### src/rtl/dmem_arbiter_pkg.sv
// Shared types and constants for the data-memory arbiter.
package dmem_arb_pkg;

   typedef enum logic [1:0] {
      IDLE   = 2'd0,
      ACCESS = 2'd1,
      RESP   = 2'd2
   } arb_state_e;

   localparam logic PORT_CORE = 1'b0;
   localparam logic PORT_LDR  = 1'b1;

   function automatic logic [1:0] port_onehot(input logic idx);
      if (idx == PORT_LDR) begin
         return 2'b10;
      end else begin
         return 2'b01;
      end
   endfunction

endpackage

### src/rtl/dmem_arbiter_if.sv
// Bus bundle between the two requesters, the arbiter and the data RAM.
interface dmem_arbiter_if #(
   parameter int ADDR_W = 5,
   parameter int DATA_W = 32
);
   logic              core_req;
   logic              core_we;
   logic [ADDR_W-1:0] core_addr;
   logic [DATA_W-1:0] core_wdata;
   logic              core_ack;
   logic [DATA_W-1:0] core_rdata;
   logic              core_stall;

   logic              ldr_req;
   logic              ldr_we;
   logic [ADDR_W-1:0] ldr_addr;
   logic [DATA_W-1:0] ldr_wdata;
   logic              ldr_ack;
   logic [DATA_W-1:0] ldr_rdata;

   logic              mem_en;
   logic              mem_we;
   logic [ADDR_W-1:0] mem_addr;
   logic [DATA_W-1:0] mem_wdata;
   logic [DATA_W-1:0] mem_rdata;

   // Arbiter view: takes requests, drives the RAM.
   modport slave (
      input  core_req, core_we, core_addr, core_wdata,
      output core_ack, core_rdata, core_stall,
      input  ldr_req, ldr_we, ldr_addr, ldr_wdata,
      output ldr_ack, ldr_rdata,
      output mem_en, mem_we, mem_addr, mem_wdata,
      input  mem_rdata
   );

   modport master (
      output core_req, core_we, core_addr, core_wdata,
      input  core_ack, core_rdata, core_stall,
      output ldr_req, ldr_we, ldr_addr, ldr_wdata,
      input  ldr_ack, ldr_rdata,
      input  mem_en, mem_we, mem_addr, mem_wdata,
      output mem_rdata
   );

endinterface

### src/rtl/dmem_arbiter_pick2.sv
// Combinational two-way grant picker; DMEM_ARB_RR_EN selects round-robin,
// otherwise the core has fixed priority over the loader.
module arb_pick2
   import dmem_arb_pkg::*;
(
   input  logic [1:0] req,
   input  logic       last_grant,
   output logic [1:0] gnt
);

`ifdef DMEM_ARB_RR_EN
   // On contention the port that did not win last time gets the grant.
   always_comb begin
      gnt = 2'b00;
      if (req == 2'b11) begin
         if (last_grant == PORT_LDR) begin
            gnt = 2'b01;
         end else begin
            gnt = 2'b10;
         end
      end else begin
         gnt = req;
      end
   end
`else
   logic unused_s;
   assign unused_s = last_grant;

   // Core always wins on contention.
   always_comb begin
      gnt = 2'b00;
      if (req[PORT_CORE]) begin
         gnt = 2'b01;
      end else if (req[PORT_LDR]) begin
         gnt = 2'b10;
      end else begin
         gnt = 2'b00;
      end
   end
`endif

endmodule

### src/rtl/dmem_arbiter.sv
// Shares the single-port data RAM between the core and the loader port.
// DMEM_ARB_RR_EN enables round-robin arbitration (default: core priority).
module dmem_arbiter
   import dmem_arb_pkg::*;
#(
   parameter int ADDR_W = 5,
   parameter int DATA_W = 32
) (
   input  logic           clk,
   input  logic           rst,
   dmem_arbiter_if.slave  bus
);

   arb_state_e        state_r;
   arb_state_e        state_s;
   logic              owner_r;
   logic [1:0]        ack_r;
   logic [1:0]        ack_s;
   logic              mem_en_r;
   logic              mem_en_s;
   logic              mem_we_r;
   logic              mem_we_s;
   logic [ADDR_W-1:0] cmd_addr_r;
   logic [DATA_W-1:0] cmd_wdata_r;

   logic [1:0]        req_s;
   logic [1:0]        gnt_s;
   logic              take_s;
   logic              gnt_port_s;
   logic              sel_we_s;
   logic [ADDR_W-1:0] sel_addr_s;
   logic [DATA_W-1:0] sel_wdata_s;
   logic              last_s;
   logic              core_ack_s;
   logic              ldr_ack_s;
   logic              resp_s;

   assign req_s       = {bus.ldr_req, bus.core_req};
   assign gnt_port_s  = gnt_s[PORT_LDR];
   assign sel_we_s    = gnt_port_s ? bus.ldr_we    : bus.core_we;
   assign sel_addr_s  = gnt_port_s ? bus.ldr_addr  : bus.core_addr;
   assign sel_wdata_s = gnt_port_s ? bus.ldr_wdata : bus.core_wdata;

`ifdef DMEM_ARB_RR_EN
   logic last_r;

   // Remembers which port won the most recent grant.
   always_ff @(posedge clk) begin
      if (rst) begin
         last_r <= PORT_LDR;
      end else if (take_s) begin
         last_r <= gnt_port_s;
      end else begin
         last_r <= last_r;
      end
   end

   assign last_s = last_r;
`else
   assign last_s = PORT_LDR;
`endif

   arb_pick2 u_pick (
      .req        (req_s),
      .last_grant (last_s),
      .gnt        (gnt_s)
   );

   // Next-state and next-output decode; requests only matter in IDLE.
   always_comb begin
      state_s  = state_r;
      ack_s    = 2'b00;
      mem_en_s = 1'b0;
      mem_we_s = 1'b0;
      take_s   = 1'b0;
      case (state_r)
         IDLE: begin
            if (gnt_s != 2'b00) begin
               state_s  = ACCESS;
               take_s   = 1'b1;
               mem_en_s = 1'b1;
               mem_we_s = sel_we_s;
               if (sel_we_s) begin
                  ack_s = gnt_s;
               end else begin
                  ack_s = 2'b00;
               end
            end else begin
               state_s = IDLE;
            end
         end
         ACCESS: begin
            if (mem_we_r) begin
               state_s = IDLE;
            end else begin
               state_s = RESP;
               ack_s   = port_onehot(owner_r);
            end
         end
         RESP: begin
            state_s = IDLE;
         end
         default: begin
            state_s = IDLE;
         end
      endcase
   end

   // State, owner, latched command and registered RAM strobes.
   always_ff @(posedge clk) begin
      if (rst) begin
         state_r     <= IDLE;
         owner_r     <= PORT_CORE;
         ack_r       <= 2'b00;
         mem_en_r    <= 1'b0;
         mem_we_r    <= 1'b0;
         cmd_addr_r  <= {ADDR_W{1'b0}};
         cmd_wdata_r <= {DATA_W{1'b0}};
      end else begin
         state_r  <= state_s;
         ack_r    <= ack_s;
         mem_en_r <= mem_en_s;
         mem_we_r <= mem_we_s;
         if (take_s) begin
            owner_r     <= gnt_port_s;
            cmd_addr_r  <= sel_addr_s;
            cmd_wdata_r <= sel_wdata_s;
         end else begin
            owner_r     <= owner_r;
            cmd_addr_r  <= cmd_addr_r;
            cmd_wdata_r <= cmd_wdata_r;
         end
      end
   end

   // A reset landing mid-transaction suppresses the pending acknowledge.
   assign core_ack_s = ack_r[PORT_CORE] & ~rst;
   assign ldr_ack_s  = ack_r[PORT_LDR]  & ~rst;
   assign resp_s     = (state_r == RESP) & ~rst;

   assign bus.core_ack   = core_ack_s;
   assign bus.ldr_ack    = ldr_ack_s;
   assign bus.core_stall = bus.core_req & ~core_ack_s;
   assign bus.core_rdata = (resp_s && (owner_r == PORT_CORE)) ? bus.mem_rdata : {DATA_W{1'b0}};
   assign bus.ldr_rdata  = (resp_s && (owner_r == PORT_LDR))  ? bus.mem_rdata : {DATA_W{1'b0}};

   assign bus.mem_en    = mem_en_r;
   assign bus.mem_we    = mem_we_r;
   assign bus.mem_addr  = cmd_addr_r;
   assign bus.mem_wdata = cmd_wdata_r;

endmodule

### src/flat_wrapper.sv
// flat-port wrapper written by rule: the top's interface ports become plain ports
module dmem_arbiter_flat import dmem_arb_pkg::*;
#(
   parameter int ADDR_W = 5,
   parameter int DATA_W = 32
)
  (clk, rst, bus_core_req, bus_core_we, bus_core_addr, bus_core_wdata, bus_core_ack, bus_core_rdata, bus_core_stall, bus_ldr_req, bus_ldr_we, bus_ldr_addr, bus_ldr_wdata, bus_ldr_ack, bus_ldr_rdata, bus_mem_en, bus_mem_we, bus_mem_addr, bus_mem_wdata, bus_mem_rdata);
  dmem_arbiter_if #(.ADDR_W(ADDR_W), .DATA_W(DATA_W)) bus_i ();
  input  logic clk;
  input  logic rst;
  input wire logic [$bits(bus_i.core_req)-1:0] bus_core_req;
  input wire logic [$bits(bus_i.core_we)-1:0] bus_core_we;
  input wire logic [$bits(bus_i.core_addr)-1:0] bus_core_addr;
  input wire logic [$bits(bus_i.core_wdata)-1:0] bus_core_wdata;
  output wire logic [$bits(bus_i.core_ack)-1:0] bus_core_ack;
  output wire logic [$bits(bus_i.core_rdata)-1:0] bus_core_rdata;
  output wire logic [$bits(bus_i.core_stall)-1:0] bus_core_stall;
  input wire logic [$bits(bus_i.ldr_req)-1:0] bus_ldr_req;
  input wire logic [$bits(bus_i.ldr_we)-1:0] bus_ldr_we;
  input wire logic [$bits(bus_i.ldr_addr)-1:0] bus_ldr_addr;
  input wire logic [$bits(bus_i.ldr_wdata)-1:0] bus_ldr_wdata;
  output wire logic [$bits(bus_i.ldr_ack)-1:0] bus_ldr_ack;
  output wire logic [$bits(bus_i.ldr_rdata)-1:0] bus_ldr_rdata;
  output wire logic [$bits(bus_i.mem_en)-1:0] bus_mem_en;
  output wire logic [$bits(bus_i.mem_we)-1:0] bus_mem_we;
  output wire logic [$bits(bus_i.mem_addr)-1:0] bus_mem_addr;
  output wire logic [$bits(bus_i.mem_wdata)-1:0] bus_mem_wdata;
  input wire logic [$bits(bus_i.mem_rdata)-1:0] bus_mem_rdata;
  assign bus_i.core_req = bus_core_req;
  assign bus_i.core_we = bus_core_we;
  assign bus_i.core_addr = bus_core_addr;
  assign bus_i.core_wdata = bus_core_wdata;
  assign bus_core_ack = bus_i.core_ack;
  assign bus_core_rdata = bus_i.core_rdata;
  assign bus_core_stall = bus_i.core_stall;
  assign bus_i.ldr_req = bus_ldr_req;
  assign bus_i.ldr_we = bus_ldr_we;
  assign bus_i.ldr_addr = bus_ldr_addr;
  assign bus_i.ldr_wdata = bus_ldr_wdata;
  assign bus_ldr_ack = bus_i.ldr_ack;
  assign bus_ldr_rdata = bus_i.ldr_rdata;
  assign bus_mem_en = bus_i.mem_en;
  assign bus_mem_we = bus_i.mem_we;
  assign bus_mem_addr = bus_i.mem_addr;
  assign bus_mem_wdata = bus_i.mem_wdata;
  assign bus_i.mem_rdata = bus_mem_rdata;
  dmem_arbiter #(.ADDR_W(ADDR_W), .DATA_W(DATA_W)) u_core (.clk(clk), .rst(rst), .bus(bus_i));
endmodule
### config.mk
export PLATFORM = sky130hd
export DESIGN_NAME = dmem_arbiter_flat
export DESIGN_NICKNAME = d
export VERILOG_FILES = /design/src/rtl/dmem_arbiter_pkg.sv /design/src/rtl/dmem_arbiter_if.sv /design/src/rtl/dmem_arbiter_pick2.sv /design/src/rtl/dmem_arbiter.sv /design/src/flat_wrapper.sv
export SDC_FILE = /design/constraint.sdc
export NUM_CORES = 1
export LEC_CHECK = 0
export BUFFER_PORTS_ARGS = -buffer_cell sky130_fd_sc_hd__buf_2
export CORE_UTILIZATION = 35
export CTS_BUF_LIST = sky130_fd_sc_hd__clkbuf_8 sky130_fd_sc_hd__clkbuf_16
export CTS_CLUSTER_SIZE = 10
export DETAILED_ROUTE_END_ITERATION = 8
export GPL_TIMING_DRIVEN = 0
export PLACE_DENSITY = 0.71
export SYNTH_ARGS = -nofsm -noshare
export SYNTH_HDL_FRONTEND = slang
export SYNTH_SLANG_ARGS = --single-unit
### constraint.sdc
create_clock -name clk -period 3.3 [get_ports clk]
set_input_delay 0.165 -clock clk [delete_from_list [all_inputs] [get_ports clk]]
set_output_delay 0.165 -clock clk [all_outputs]
set_load 0.05 [all_outputs]
==> impl_metrics.env, run 1 <==
export IMPL_syn_num_nets=425
export IMPL_drt_iter0_drc=105
export IMPL_antenna_found_initial=0
export IMPL_cts_reportedPaths_clkPinSlew_ns=0.08
export IMPL_ff_latch_area_um2=880.8
export IMPL_hp_class="primary input to register"
export IMPL_multi_input_area_mm2=0.001544
export IMPL_ant_nets=0
export IMPL_io_buffer_count=217
export IMPL_finalHoldViolCount=0
export IMPL_vias=3047
export IMPL_hold_end="u_core.bus.mem_we$_SDFF_PP0_"
export IMPL_fin_worst_skew_ns=0.006689
export IMPL_maxCapViolations=0
export IMPL_setup_tns_ns=0
export IMPL_yosysSeqAreaShare=0.3394
export IMPL_diodes=0
export IMPL_startpoint_type="register"
export IMPL_grt_pass1_vias=2697
export IMPL_post_cts_repair_setup_buffers=0
export IMPL_nets=649
export IMPL_r2r_start="u_core.state_r[0]$_SDFF_PP0_"
export IMPL_core_area_mm2=0.007214
export IMPL_netlist_area_mm2=0.002595
export IMPL_postSynthCellCount=313
export IMPL_synth_seq_cells=44
export IMPL_start_util=0.3597
export IMPL_fp_row_count=31
export IMPL_cts_buffers=5
export IMPL_clk_latency_ns=0.29
export IMPL_path_class="register to output pin"
export IMPL_syn2layout_area_growth_pct=50.24
export IMPL_required_ns=3.13
export IMPL_ir_drop_uv=204.6
export IMPL_reg2reg_to="u_core.bus.mem_wdata[15]$_SDFFE_PP0N_"
export IMPL_ys_warn_count=0
export IMPL_slew_violations=0
export IMPL_max_slew_margin=0.5115
export IMPL_most_common_layout_cells="buf_2, nand2_1, and2_1, dfxtp_1, a21oi_1"
export IMPL_holdBufCountCts=0
export IMPL_cts_sinks=44
export IMPL_grt_overflow_total=0
export IMPL_die_x_um=88.11
export IMPL_wl_per_cell_um=13.50
export IMPL_drt_first_pass_iters=4
export IMPL_swShare=0.4001
export IMPL_layout_min_cycle_time_ns=2.104
export IMPL_rr_worst_depth=4
export IMPL_arrival_ns=1.94
export IMPL_drive_gt1_frac=0.5093
export IMPL_post_dp_hpwl_um=6755
export IMPL_drcViolationCount=0
export IMPL_drt_wl_total_um=8602
export IMPL_place_ws_ns=1.521
export IMPL_routed_via_density=4.783
export IMPL_clkPwrFrac=0.217
export IMPL_holdPathStages=3
export IMPL_setup_slack_ns=1.196
export IMPL_synthDistinctLibCells=23
export IMPL_syn_area_per_cell_um2=8.291
export IMPL_die_h_um=88.11
export IMPL_fp_dieArea_mm2=0.007762
export IMPL_grt_usage=0.2122
export IMPL_cts_resized_gates=0
export IMPL_io_pins=218
export IMPL_status="finished clean"
export IMPL_fin_crit_sh=0.6375
export IMPL_power_density_mw_per_mm2=408.2
export IMPL_min_from="bus_core_we"
export IMPL_num_fill_cells=743
export IMPL_power_frac_comb=0.391
export IMPL_cts_htree_levels=2
export IMPL_clock_path_buffers=2
export IMPL_power_leakage_nw=2.033
export IMPL_rrSetupSlack_ns=1.76
export IMPL_end_kind="output pin"
export IMPL_switchingPower_mw=0.6368
export IMPL_grt_max_degree=14
export IMPL_max_freq_ghz=0.4754
export IMPL_cp_max_fo=10
export IMPL_seqPwrFrac=0.392
export IMPL_place_gp_congestion=0.8024
export IMPL_cts_root_buf="clkbuf_8"
export IMPL_rsz0062_at_grt="false"
export IMPL_tightest_slew_ns=0.7327
export IMPL_setup_violations=0
export IMPL_mostFrequentLayoutCell="buf_2"
export IMPL_cts_tree="built"
export IMPL_grt_pass1_wl_um=13050
export IMPL_power_internal_mw=0.9547
## cells by family (layout without fill, tap and decap cells)
| group | count (synthesis) | in the layout | synth area share |
|---|---|---|---|
| flops | 44 | 44 | 0.3394 |
| compound gates | 79 | 79 | 0.2825 |
| simple gates | 159 | 159 | 0.3124 |
| buf+inv | 31 | 256 | 0.06557 |
## metal layers
layer | vias to the layer above | GRT usage | wire length [µm]
li1 | 1531 | - | -
met1 | 1397 | 0.2963 | 3960
met2 | 113 | 0.3425 | 4046
met3 | 6 | 0.04336 | 542
met4 | 0 | 0.03519 | 52
met5 | - | 0 | 0
## registers in the layout, summed over array words and instances, names as in the netlist
| name | count |
|---|---|
| u_core.owner_r | 1 |
| u_core.bus.mem_we | 1 |
| u_core.ack_r | 2 |
| u_core.bus.mem_wdata | 32 |
| u_core.bus.mem_addr | 5 |
| u_core.state_r | 2 |
| u_core.bus.mem_en | 1 |
## worst max-delay path by stage
stage | slack [ns] | cells past startpoint | from | end
after global placement | 1.55 | 4 | u_core.state_r[0]$_SDFF_PP0_ | bus_core_rdata[22]
final | 1.20 | 4 | u_core.state_r[0]$_SDFF_PP0_ | bus_core_rdata[22]
after CTS | 1.20 | 4 | u_core.state_r[1]$_SDFF_PP0_ | bus_core_rdata[22]
after global routing | 1.05 | 4 | u_core.state_r[0]$_SDFF_PP0_ | bus_core_rdata[22]
after detailed placement | 1.52 | 4 | u_core.state_r[1]$_SDFF_PP0_ | bus_core_rdata[22]
after floorplan | 1.63 | 3 | rst | bus_core_stall
## through the flow
step / instances / cell area [µm²] / hold WS (ns) / util / power, mW
3_5_place_dp: 629 / 3805 / 0.4393 / 0.5274 / 1.258
4_1_cts: 637 / 3899 / 0.1279 / 0.5404 / 1.603
3_3_place_gp: 629 / 3805 / 0.4327 / 0.5274 / 1.249
5_1_grt: 637 / 3899 / 0.1345 / 0.5404 / 1.681
6_report: 637 / 3899 / 0.1341 / 0.5404 / 1.591
2_1_floorplan: 313 / 2595 / 0.2616 / - / 1.077
## critical path, stage by stage, from the launching register on
cell and delay (ns):
dfxtp_1 0.38, nor4b_2 0.44, clkbuf_1 0.37, and2_1 0.20, buf_2 0.26
## cell usage after synthesis, drive strengths merged
cell type	count	area share
dfxtp	44	0.34
buf	18	0.047
nand2b	1	0.0024
or2	1	0.0024
nor2b	4	0.0096
a211oi	3	0.0087
a21oi	38	0.073
nand3b	2	0.0058
nor3	1	0.0019
o22a	1	0.0034
clkbuf	13	0.019
a311oi	37	0.20
and4bb	1	0.0048
nand2	78	0.11
nor2	4	0.0068
and2	65	0.16
nor4b	2	0.0092
## power by group through the flow
stage	registers [mW]	clock network, mW	logic [mW]
2_1_floorplan	0.822	0	0.255
3_3_place_gp	0.633	0	0.616
3_5_place_dp	0.635	0	0.623
4_1_cts	0.623	0.355	0.624
5_1_grt	0.631	0.384	0.666
6_report	0.624	0.346	0.622
## final cells by class
class | count | area share
multi-input combinational | 238 | 0.3960
timing repair buffer | 217 | 0.2786
sequential | 44 | 0.2259
buffer | 31 | 0.04365
tap | 99 | 0.03177
clock buffer | 6 | 0.02118
clock inverter | 2 | 0.002888
Note: power is estimated with default switching activity, not from simulation.
==> run 2, diff against run 1 <==
--- a/config.mk
+++ b/config.mk
@@ -11,7 +11,7 @@
 export CTS_CLUSTER_SIZE = 10
 export DETAILED_ROUTE_END_ITERATION = 8
 export GPL_TIMING_DRIVEN = 0
-export PLACE_DENSITY = 0.71
+export PLACE_DENSITY = 0.74
 export SYNTH_ARGS = -nofsm -noshare
 export SYNTH_HDL_FRONTEND = slang
 export SYNTH_SLANG_ARGS = --single-unit
==> constraint.sdc (replaced) <==
create_clock -name clk -period 1.9 [get_ports clk]
set_input_delay 0.095 -clock clk [delete_from_list [all_inputs] [get_ports clk]]
set_output_delay 0.095 -clock clk [all_outputs]
set_load 0.05 [all_outputs]
==> run 2 against run 1 <==
Net effect:
- clock-buffer cell count shrank 1
- clock power increased by 110%
- first-iteration DRC count down 31%
- non-clock buffer count unchanged
- global-route usage is 0.59 points higher
- wire length is 3.0% higher
==> impl_metrics.env, run 2 (synthesis gave the netlist of run 1 again) <==
export IMPL_largest_reg_flops=32
export IMPL_antenna_found_initial=0
export IMPL_num_fill_cells=708
export IMPL_min_from="bus_core_we"
export IMPL_drt_wl_total_um=8864
export IMPL_grt_max_degree=16
export IMPL_required_ns=1.80
export IMPL_fp_row_count=31
export IMPL_fp_dieArea_mm2=0.007762
export IMPL_hp_class="primary input to register"
export IMPL_power_density_mw_per_mm2=723.6
export IMPL_fin_worst_skew_ns=0.007677
export IMPL_finalHoldViolCount=0
export IMPL_r2r_start="u_core.state_r[0]$_SDFF_PP0_"
export IMPL_drcViolationCount=0
export IMPL_rrSetupSlack_ns=0.33
export IMPL_max_freq_ghz=0.5466
export IMPL_drt_iter0_drc=72
export IMPL_max_slew_margin=0.4838
export IMPL_slew_violations=0
export IMPL_routed_via_density=4.755
export IMPL_cp_max_fo=10
export IMPL_hold_end="u_core.bus.mem_we$_SDFF_PP0_"
export IMPL_io_pins=218
export IMPL_cts_reportedPaths_clkPinSlew_ns=0.09
export IMPL_maxCapViolations=0
export IMPL_wl_per_cell_um=13.92
export IMPL_post_dp_hpwl_um=6852
export IMPL_totalPowerFinal_mw=2.905
export IMPL_holdPathStages=3
export IMPL_cts_sinks=44
export IMPL_power_leakage_nw=2.044
export IMPL_die_h_um=88.11
export IMPL_drive_gt1_frac=0.5242
export IMPL_end_kind="output pin"
export IMPL_clk_latency_ns=0.29
export IMPL_place_gp_congestion=0.7723
export IMPL_reg2reg_to="u_core.bus.mem_wdata[12]$_SDFFE_PP0N_"
export IMPL_diodes=0
export IMPL_drt_first_pass_iters=4
export IMPL_arrival_ns=1.73
export IMPL_cts_tree="built"
export IMPL_clkPwrFrac=0.252
export IMPL_cts_root_buf="clkbuf_8"
export IMPL_setup_tns_ns=0
export IMPL_io_buffer_count=217
export IMPL_vias=3029
export IMPL_setup_violations=0
export IMPL_grt_overflow_total=0
export IMPL_startpoint_type="register"
export IMPL_most_common_layout_cells="buf_2, nand2_1, and2_1, dfxtp_1, a21oi_1"
export IMPL_status="finished clean"
export IMPL_seqPwrFrac=0.374
export IMPL_die_x_um=88.11
export IMPL_power_frac_comb=0.374
export IMPL_power_internal_mw=1.770
export IMPL_swShare=0.3908
export IMPL_fin_crit_sh=0.9630
export IMPL_grt_pass1_wl_um=13360
export IMPL_rr_worst_depth=4
export IMPL_tightest_slew_ns=0.7743
export IMPL_cts_htree_levels=2
export IMPL_path_class="register to output pin"
export IMPL_mostFrequentLayoutCell="buf_2"
export IMPL_cts_buffers=5
export IMPL_ir_drop_uv=381.4
export IMPL_clock_path_buffers=2
export IMPL_grt_pass1_vias=2761
export IMPL_start_util=0.3597
export IMPL_grt_usage=0.2181
export IMPL_layout_min_cycle_time_ns=1.830
export IMPL_ant_nets=0
export IMPL_syn2layout_area_growth_pct=54.73
export IMPL_switchingPower_mw=1.135
export IMPL_core_area_mm2=0.007214
export IMPL_nets=649
## run 2: cell count changes in the layout (fill, tap and decap cells not counted), sizes merged
cell / previous run / this run
bufinv: 0 / 1
clkbuf: 19 / 45
buf: 235 / 208
## run 2: how the worst max path moves through the flow
stage               depth (start not counted)  slack, ns                    startpoint                  to
detailed placement                          4       0.20  u_core.state_r[0]$_SDFF_PP0_  bus_core_rdata[19]
global route                                4      -0.01  u_core.state_r[0]$_SDFF_PP0_   bus_ldr_rdata[24]
CTS                                         4       0.03  u_core.state_r[0]$_SDFF_PP0_  bus_core_rdata[19]
global placement                            4       0.26  u_core.state_r[1]$_SDFF_PP0_  bus_core_rdata[30]
floorplan                                   2       0.33    u_core.ack_r[0]$_SDFF_PP0_      bus_core_stall
finish                                      4       0.07   u_core.owner_r$_SDFFE_PP0N_   bus_core_rdata[1]
## run 2: what timing repair did
item                                    4_1_cts  5_1_grt
setup buffers                                 0        0
resized for setup                             7       36
hold buffers                                  0        0
endpoints found under the setup margin       50       40
pin swaps                                     0        1
## run 2: per-stage QoR
stage | hold slack, ns | area [µm²] | worst slack, ns | utilization | cells
after floorplan | 0.1916 | 2595 | 0.3266 | - | 313
after global placement | 0.3622 | 3805 | 0.2557 | 0.5274 | 629
after detailed placement | 0.3696 | 3805 | 0.1982 | 0.5274 | 629
after CTS | 0.04073 | 3936 | 0.03398 | 0.5456 | 637
after global routing | 0.05245 | 4015 | -0.01419 | 0.5565 | 637
final | 0.05326 | 4015 | 0.07038 | 0.5565 | 637
## run 2: area by class of cell
| cell class | count | area, µm² | share of cell area |
|---|---|---|---|
| tap | 99 | 123.9 | 0.03085 |
| buffer | 31 | 182.7 | 0.04550 |
| clock buffer | 5 | 68.82 | 0.01714 |
| sequential | 44 | 882.1 | 0.2197 |
| multi-input combinational | 238 | 1553 | 0.3867 |
| clock inverter | 3 | 46.29 | 0.01153 |
| timing repair buffer | 217 | 1159 | 0.2886 |
## run 2: power by group through the flow
stage                     registers (mW)  clock network [mW]  logic, mW
after floorplan                     1.43                   0      0.443
after global placement              1.10                   0       1.07
after detailed placement            1.10                   0       1.08
after CTS                           1.09               0.763       1.09
after global routing                1.10               0.795       1.17
final                               1.09               0.732       1.09
## run 2: metal layers
metal / track usage / share of wire / vias up
li1: - / - / 1530
met5: 0 / 0 / -
met1: 0.2991 / 0.46 / 1393
met4: 0.03666 / 0.0046 / 0
met3: 0.05184 / 0.059 / 6
met2: 0.3538 / 0.48 / 100
## run 2: worst max-delay path, stage by stage (launching register included)
cell	delay, ns
dfxtp_1	0.38
nor4b_4	0.40
buf_2	0.25
and2_1	0.15
buf_2	0.26
==> run 3, diff against run 2 <==
--- a/config.mk
+++ b/config.mk
@@ -11,7 +11,9 @@
 export CTS_CLUSTER_SIZE = 10
 export DETAILED_ROUTE_END_ITERATION = 8
 export GPL_TIMING_DRIVEN = 0
+export MAX_ROUTING_LAYER = met4
 export PLACE_DENSITY = 0.74
+export REMOVE_ABC_BUFFERS = 1
 export SYNTH_ARGS = -nofsm -noshare
 export SYNTH_HDL_FRONTEND = slang
 export SYNTH_SLANG_ARGS = --single-unit
==> run 3 against run 2 <==
Net effect:
- worst setup slack got worse by 0.026 ns
- critical path depth down 1
- core utilization shrank 2.0 points
- non-clock buffer count shrank 26
- power down 6.1%
- clock-buffer cell count did not move
- die area unchanged
- fmax fell by 1.4%
- clock power down 24%
- largest power group unchanged
- via count up 1.7%
- global-route usage down 0.34 points
- sequential power about the same
==> impl_metrics.env, run 3 (synthesis gave the netlist of run 1 again) <==
export IMPL_core_area_mm2=0.007214
export IMPL_mostFrequentLayoutCell="buf_2"
export IMPL_cts_tree="built"
export IMPL_path_class="register to output pin"
export IMPL_clock_path_buffers=2
export IMPL_power_density_mw_per_mm2=705.0
export IMPL_most_common_layout_cells="buf_2, nand2_1, and2_1, dfxtp_1, a21oi_1"
export IMPL_layout_min_cycle_time_ns=1.856
export IMPL_cp_max_fo=16
export IMPL_setup_slack_ns=0.04406
export IMPL_vias=3081
export IMPL_cts_buffers=5
export IMPL_fin_worst_skew_ns=0.007207
export IMPL_slew_violations=0
export IMPL_power_leakage_nw=1.992
export IMPL_hp_class="primary input to register"
export IMPL_cts_sinks=44
export IMPL_placed_area_mm2=0.003700
export IMPL_place_gp_congestion=0.7317
export IMPL_grt_usage=0.2147
export IMPL_startpoint_type="register"
export IMPL_cts_reportedPaths_clkPinSlew_ns=0.09
export IMPL_die_x_um=88.11
export IMPL_setup_tns_ns=0
export IMPL_drt_iter0_drc=91
export IMPL_nets=626
export IMPL_fp_row_count=31
export IMPL_final_cell_area_mm2=0.003871
export IMPL_io_buffer_count=217
export IMPL_io_pins=218
export IMPL_fin_util=0.5366
export IMPL_cts_htree_levels=2
export IMPL_critical_path_max_stage_delay_ns=0.57
export IMPL_crit_start="u_core.owner_r$_SDFFE_PP0N_"
export IMPL_place_ws_ns=-0.4826
export IMPL_syn2layout_area_growth_pct=49.18
export IMPL_min_from="bus_core_wdata[1]"
export IMPL_setup_violations=0
export IMPL_fin_crit_sh=0.9768
export IMPL_slowest_stage="dfxtp_1"
export IMPL_max_freq_ghz=0.5388
export IMPL_clk_latency_ns=0.29
export IMPL_drt_wl_total_um=8815
export IMPL_antenna_found_initial=0
export IMPL_tightest_slew_ns=0.9793
export IMPL_ant_nets=0
export IMPL_routed_via_density=5.026
export IMPL_fp_dieArea_mm2=0.007762
export IMPL_grt_pass1_vias=2662
export IMPL_status="finished clean"
export IMPL_crit_chain="and4bb_2, and2_1, buf_2"
export IMPL_totalPowerFinal_mw=2.729
export IMPL_cts_root_buf="clkbuf_8"
export IMPL_holdBufCountCts=0
export IMPL_largest_reg_flops=32
export IMPL_drcViolationCount=0
export IMPL_grt_overflow_total=0
export IMPL_grt_max_degree=50
export IMPL_die_h_um=88.11
export IMPL_max_slew_margin=0.3464
export IMPL_stdcell_count=613
export IMPL_maxCapViolations=0
export IMPL_wl_per_cell_um=14.38
export IMPL_drive_gt1_frac=0.5272
export IMPL_holdWs_ns=0.05535
export IMPL_r2r_start="u_core.state_r[1]$_SDFF_PP0_"
export IMPL_end_kind="output pin"
export IMPL_start_util=0.3597
export IMPL_finalHoldViolCount=0
export IMPL_grt_pass1_wl_um=12580
export IMPL_ir_drop_uv=406.8
export IMPL_required_ns=1.80
export IMPL_arrival_ns=1.76
export IMPL_diodes=0
export IMPL_drt_first_pass_iters=4
export IMPL_post_dp_hpwl_um=6014
export IMPL_dp_cells=600
run 3: where the power goes:
part           internal (mW)  switching (mW)
registers               1.03          0.0680
logic                  0.333           0.743
clock network          0.249           0.309
run 3: area by class of cell:
class / instances / area [µm²]
Fill cell: 697 / 3343
Multi-Input combinational cell: 241 / 1612
Timing Repair Buffer: 222 / 1171
Sequential cell: 44 / 883.3
Tap cell: 99 / 123.9
Clock buffer: 5 / 68.82
Clock inverter: 2 / 12.51
run 3: final timing paths:
check / slack (ns) / endpoint / cells past startpoint
hold reg to reg: 0.47 / u_core.state_r[1]$_SDFF_PP0_ / 1
setup / recovery: 0.04 / bus_ldr_rdata[13] / 3
hold / removal: 0.06 / u_core.bus.mem_wdata[1]$_SDFFE_PP0N_ / 3
setup reg to reg: 0.11 / u_core.bus.mem_wdata[9]$_SDFFE_PP0N_ / 4
run 3: timing repair:
action / 4_1_cts / 5_1_grt
endpoints found under the hold margin: 0 / 0
pin swaps: 2 / 1
endpoints found under the setup margin: 101 / 26
resized for setup: 7 / 0
gates cloned: 2 / 1
setup buffers: 3 / 0
run 3: metal layers:
layer  track usage  up-vias  share of wire
met1        0.2496     1423           0.40
met2        0.3805      163           0.51
met4       0.05718        0         0.0088
met5             -        -              0
met3       0.03676        6          0.075
li1              -     1489              -
run 3: worst max-delay path, delay by kind of cell, from the launching register on:
family | cells | cell delay [ns]
AND/OR/NAND/NOR | 2 | 0.65
flip-flops | 1 | 0.57
buffers and inverters | 1 | 0.25
